## config.mk

```make
export PLATFORM = sky130hd
export DESIGN_NAME = vga_color_sequencer
export DESIGN_NICKNAME = d
export VERILOG_FILES = /design/src/rtl/vga_color_sequencer.sv
export SDC_FILE = /design/constraint.sdc
export NUM_CORES = 1
export LEC_CHECK = 0
export BUFFER_PORTS_ARGS = -buffer_cell sky130_fd_sc_hd__buf_4
export CAP_MARGIN = 20
export CORE_MARGIN = 2
export CORE_UTILIZATION = 60
export CTS_CLUSTER_SIZE = 10
export DETAILED_ROUTE_END_ITERATION = 6
export MAX_ROUTING_LAYER = met4
export PLACE_DENSITY = 0.79
export SETUP_SLACK_MARGIN = 0.3
export SLEW_MARGIN = 10
export SYNTH_ARGS = -nofsm -noshare
export SYNTH_HDL_FRONTEND = slang
export SYNTH_SLANG_ARGS = --single-unit
```

## constraint.sdc

```tcl
create_clock -name clk -period 2.34 [get_ports clk]
set_clock_uncertainty 0.1 [all_clocks]
set_input_delay 0.117 -clock clk [delete_from_list [all_inputs] [get_ports clk]]
set_output_delay 0.117 -clock clk [all_outputs]
set_load 0.1 [all_outputs]
```

## src/rtl/vga_color_sequencer.sv

```systemverilog
// Debounces the color switches and commits color changes only on a vsync frame edge; auto mode steps colors every FRAMES_PER_STEP frames.
// Latency: vsync edge to frame_tick/color_sel is 3 clk edges; switch to stable is ~2+DEBOUNCE_CYCLES edges; no backpressure.
module vga_color_sequencer #(
   parameter int unsigned DEBOUNCE_CYCLES = 250000,
   parameter int unsigned FRAMES_PER_STEP = 60,
   parameter logic        VSYNC_ACTIVE    = 1'b0
) (
   input  logic       clk,
   input  logic       rst_n,
   input  logic [2:0] sw,
   input  logic       auto_en,
   input  logic       vsync,
   output logic [2:0] color_sel,
   output logic       frame_tick,
   output logic       pending
);
   localparam int unsigned   CW       = $clog2(DEBOUNCE_CYCLES);
   localparam int unsigned   FW       = (FRAMES_PER_STEP > 1) ? $clog2(FRAMES_PER_STEP) : 1;
   localparam logic [CW-1:0] CNT_MAX  = CW'(DEBOUNCE_CYCLES - 1);
   localparam logic [FW-1:0] FCNT_MAX = FW'(FRAMES_PER_STEP - 1);

   typedef enum logic [1:0] {MANUAL, PENDING, AUTO} state_t;

   logic [2:0]    sw_m, sw_s;
   logic          auto_m, auto_s;
   logic          vs_m, vs_s, vs_d;
   logic          frame_edge;
   logic [2:0]    cand, stable;
   logic [CW-1:0] cnt;
   state_t        state, state_nx;
   logic [2:0]    color_nx;
   logic [FW-1:0] fcnt, fcnt_nx;

   // vsync flops reset to the inactive level so reset release never looks like a frame start
   always_ff @(posedge clk or negedge rst_n) begin
      if (!rst_n) begin
         sw_m   <= '0;
         sw_s   <= '0;
         auto_m <= 1'b0;
         auto_s <= 1'b0;
         vs_m   <= ~VSYNC_ACTIVE;
         vs_s   <= ~VSYNC_ACTIVE;
         vs_d   <= ~VSYNC_ACTIVE;
      end else begin
         sw_m   <= sw;
         sw_s   <= sw_m;
         auto_m <= auto_en;
         auto_s <= auto_m;
         vs_m   <= vsync;
         vs_s   <= vs_m;
         vs_d   <= vs_s;
      end
   end

   assign frame_edge = (vs_s == VSYNC_ACTIVE) && (vs_d != VSYNC_ACTIVE);

   always_ff @(posedge clk or negedge rst_n) begin
      if (!rst_n) begin
         cand   <= '0;
         stable <= '0;
         cnt    <= '0;
      end else if (sw_s != cand) begin
         cand <= sw_s;
         cnt  <= '0;
      end else if (cnt == CNT_MAX) begin
         stable <= cand;
      end else begin
         cnt <= cnt + 1'b1;
      end
   end

   always_ff @(posedge clk or negedge rst_n) begin
      if (!rst_n) begin
         state      <= MANUAL;
         color_sel  <= '0;
         fcnt       <= '0;
         frame_tick <= 1'b0;
         pending    <= 1'b0;
      end else begin
         state      <= state_nx;
         color_sel  <= color_nx;
         fcnt       <= fcnt_nx;
         frame_tick <= frame_edge;
         pending    <= (state_nx == PENDING);
      end
   end

   // auto_s wins over any pending commit, even when it coincides with a frame edge
   always_comb begin
      state_nx = state;
      color_nx = color_sel;
      fcnt_nx  = fcnt;
      unique case (state)
         MANUAL: begin
            if (auto_s) begin
               state_nx = AUTO;
               fcnt_nx  = '0;
            end else if (stable != color_sel) begin
               state_nx = PENDING;
            end
         end
         PENDING: begin
            if (auto_s) begin
               state_nx = AUTO;
               fcnt_nx  = '0;
            end else if (frame_edge) begin
               color_nx = stable;
               state_nx = MANUAL;
            end
         end
         AUTO: begin
            if (!auto_s) begin
               state_nx = MANUAL;
            end else if (frame_edge) begin
               if (fcnt == FCNT_MAX) begin
                  color_nx = color_sel + 3'd1;
                  fcnt_nx  = '0;
               end else begin
                  fcnt_nx = fcnt + 1'b1;
               end
            end
         end
         default: state_nx = MANUAL;
      endcase
   end
endmodule

```

[After elaboration in Yosys (flattened, before gate mapping)]
Cells that the tools add are included.
Cells by class
  magnitude comparators: 0
  shifts and indexed selects: 0
  muxes and demuxes: 19
  equal/unequal tests: 14
  bitwise operators: 2
  $add $sub $neg: 3
  divide/modulo/power cells: 0
  reductions and logical operators: 8
  multiply operators: 0
Operator list (count)
  two-way mux 18 bit: 2
  two-way mux 6 bit: 4
  adder 18 x 1 -> 18 bit (second input constant): 1
  equality test 18 bit (second input constant): 1
  two-way mux 3 bit: 5
  != test 2 bit (second input constant): 6
  one-hot mux 6 bit (2 select lines): 1
  two-way mux 2 bit: 5
  adder 6 x 1 -> 6 bit (second input constant): 1
  equality test 6 bit (second input constant): 1
  != test 3 bit: 2
  one-hot mux 2 bit (3 select lines): 1
  one-hot mux 3 bit (2 select lines): 1
  AND reduction 6 bit: 1
  equality test 2 x 1 -> 1 bit (second input constant): 2
  AND reduction 4 bit: 1
  nonzero test 2 bit: 2
  adder 3 x 1 -> 3 bit (second input constant): 1
  equality test 2 bit (second input constant): 1
  logical NOT 2 bit: 1
  != test 2 x 1 -> 1 bit (second input constant): 1
  NOT 1 bit: 2
  AND reduction 2 bit: 1
  OR reduction 2 bit: 1
  logical AND 1 bit: 1
Storage, ports and cells
  register bits after elaboration: 48
  ROM bits: 0
  input port bits: 7
  latch bits: 0
  RAM bits: 0
  output and inout bits: 5
  memories: 0
  word-level logic and storage cells: 61

[Depth between registers and ports, before layout]
  word-level depth: 6
  mapped depth: 5
  mapped depth without buffers: 5

[Worst setup path before layout]
No wires, ideal clock.
  path kind: flip-flop to flip-flop
  from: register cnt[13]
  to: register stable[0]
  path slack: 0.347 ns
  required time: 2.115 ns
  clock period less this slack: 1.993 ns
  data arrival time: 1.768 ns
  stages on the path, launching flop included: 5
  cell sequence: dfrtp_1 or3b_2 or3_1 nor3_4 mux2_2
Between the ends
  word-level cells in the longest chain between the ends: 2
Ends and longest elaborated chain
  from (decl): line 29  | logic [CW-1:0] cnt;
  from (signal assigned): line 68  | cnt <= cnt + 1'b1;
  equality test 18 bit: line 65  | end else if (cnt == CNT_MAX) begin
  AND reduction 2 bit (no source line)
  to (signal assigned): line 66  | stable <= cand;
  to (decl): line 28  | logic [2:0] cand, stable;
Every way passes these cells.
A chain may end at the register's enable or synchronous reset.

[Worst setup path in the final report]
  from: register cnt[0]
  to: register cnt[16]
Between the ends
  word-level cells in the longest chain between the ends: 3
  elaborated cells on any way between the ends: 5
Ends and longest elaborated chain
  adder 18 x 1 -> 18 bit: line 68
  two-way mux 18 bit: line 65
  two-way mux 18 bit: line 62  | end else if (sw_s != cand) begin
Several ways; a longest one is shown, not always the timed one. The select of a mux whose other input is x is not followed.

==> flow_metrics.tcl <==
set metrics [dict create \
    synth_area_um2 2236 \
    clock.fmax_ghz 0.4957 \
    antenna_found_initial 0 \
    synthTopCellsByArea "dfrtp_1, xor2_1, dfstp_2" \
    synth.top_cell.area_share_pct 50.36 \
    yosysTopAreaCell "dfrtp_1" \
    vias 1715 \
    path_cells "ha_2, nand3_4, or4_4, or4_1, nand2_1" \
    detail-route-antenna-nets 0 \
    dp.cells 260 \
    yosysMostFrequentCell "dfrtp_1" \
    gp_congestion 0.8744 \
    fin_nets 241 \
    final_cells 280 \
    endpoint_kind "register" \
    cts_root_buf "clkbuf_8" \
    crit_type "register to register" \
    drv_slew 0 \
    htreeDepth 2 \
    grt_max_degree 49 \
    reg2reg_from "cnt[0]" \
    synthCells 208 \
    crit_path_start "cnt[0]" \
    cts_buffer_depth 2 \
    drive_gt1_share_pct 19.40 \
    die_w_um 65.05 \
    vias_per_cell 6.125 \
    start_kind "register" \
    clk-insertion-delay-late_ns 0.30 \
    ys_seq_area_share_pct 53.89 \
    slowest_delay_ns 0.57 \
    arrival_ns 2.16 \
    die_area_um2 4231 \
    synth.avg_cell_area_um2 10.75 \
    hold_violations 0 \
    worst_pin_slew_ns 0.7236 \
    cp.required_ns 2.48 \
    cts_tree "built" \
    core_region_area_um2 3633 \
    grt.overflow.total 0 \
    start_util_pct 61.54 \
    synth_cell_types 46 \
    slowest_stage "or4_4" \
    avgRoutedWirePerCell_um 16.44 \
    dp_hpwl_mm 3.003 \
    core.rowCount 22 \
    cts_sinks 48 \
    status "complete, no violations" \
    hold_path.class "primary input to asynchronous set/reset pin" \
    cts.clk_slew.worst_paths_ns 0.09 \
    rsz0062_at_grt "no" \
    power.density_nw_per_um2 620.4 \
    critPathMaxFanout 10 \
    grt_pass1_vias 1703 \
    maxCapViolCount 0 \
    synth-edff-count 0 \
    yosys-top-cells-count "dfrtp_1, nand2_1, a21oi_1" \
    grt_pass1_wl_mm 7.838 \
    grt_usage_pct 25.17 \
    drc 0 \
    period_share_pct 86.22 \
    dr.pass1.iters 4 \
    pin_count 12 \
    cts_made_buffers 5 \
    area_delta_synth_final_pct 17.24 \
    portBuffers 11 \
    synth_ff_type "dfrtp_1" \
    diodes 0 \
    period_needed_ns 2.018 \
    syn_nets 218 \
    synth_seq_cells 48 \
    chipHeight_um 65.05 \
    yosys_warnings 0 \
    ir_drop_v 0.0005283 \
    initialDrtViolationCount 107 \
    wirelength_mm 4.604 \
    ys_async_sr_fraction_pct 100.0 \
    power.leakage_uw 0.001101 \
    slew_headroom_pct 51.39 \
    fin_setup_tns_ns 0 \
    whs_ns 0.2475 \
    final-setup-viol-count 0 \
]
[what timing repair did]
action                                 in CTS  in global routing
setup buffers                               5                  1
pin swaps                                   2                  2
setup endpoints to repair                   5                  6
gates resized for setup                     7                  2
endpoints found under the hold margin      50                  0
hold buffers                                6                  0
[report_power, final]
| part | total [uW] | internal [uW] | switching (uW) |
|---|---|---|---|
| combinational | 112 | 42.9 | 68.6 |
| clock | 633 | 349 | 283 |
| sequential | 882 | 859 | 23.1 |
[cell families (layout without fill, tap and decap cells)]
group           Yosys count  count (layout)  synth area share, %
fa+ha+maj                 3               3                1.679
flops                    48              48                53.89
buf+inv                  12              36                2.014
xor+xnor                 17              17                6.659
compound gates           42              42                12.03
simple gates             81              81                21.32
mux                       5               5                2.406
[worst paths after layout]
path | to | cells past startpoint | slack, ns
worst max-delay path | cnt[16] | 5 | 0.32
worst min register to register | sw_s[0] | 0 | 0.26
max in group asynchronous | cand[1] | 2 | 1.49
min in group clk | sw_s[0] | 0 | 0.26
worst min-delay path | pending | 2 | 0.25
worst max register to register | cnt[16] | 5 | 0.32
[registers in the layout, summed over array words and instances (netlist names), 2 cells and up]
name	cells
fcnt	6
state	2
sw_s	3
stable	3
cand	3
color_sel	3
sw_m	3
cnt	18
[metrics by stage]
step	power (uW)	setup WS (ns)	area [um2]	util, %
floorplan	952.7	0.3472	2236	-
global placement	988.6	0.2913	2356	64.84
detailed placement	994.9	0.2219	2356	64.84
CTS	1628	0.3037	2604	71.66
global route	1687	0.2679	2621	72.14
finish	1626	0.3225	2621	72.14
[critical path, delay by kind of cell (launching register included)]
kind	cells	cell delay, ns
and+or+nand+nor	4	1.26
DFF	1	0.38
adders and majority gates	1	0.22
[layout make-up]
class                   instances  area [um2]
flip-flops and latches         48        1205
multi-input cells             148        1025
fillers                       256        1012
repair buffers                 24       195.2
clock buffers                   6       82.58
well taps                      48       60.06
clock inverters                 2       38.79
inverters                       4       15.01
[layout by cell type (no fill, tap or decap), types with 6 or more instances in the layout]
master         netlist  routed
dfrtp_1             45      45
buf_4                0      18
nand2_1             15      15
a21oi_1             14      14
xor2_1              12      12
nor2_1              12      12
nand3_1              9       9
o21ai_0              8       8
nor3_1               8       7
or4_1                6       6
clkbuf_8             0       6
dlygate4sd3_1        0       6
[per-layer routing]
metal | vias up | wire length [um] | GRT usage [%]
met3 | 12 | 160 | 4.861
met2 | 51 | 2433 | 42.91
met5 | - | 0 | -
met4 | 0 | 106 | 10.94
li1 | 807 | - | -
met1 | 845 | 1904 | 29.12
(Power assumes the default switching activity.)
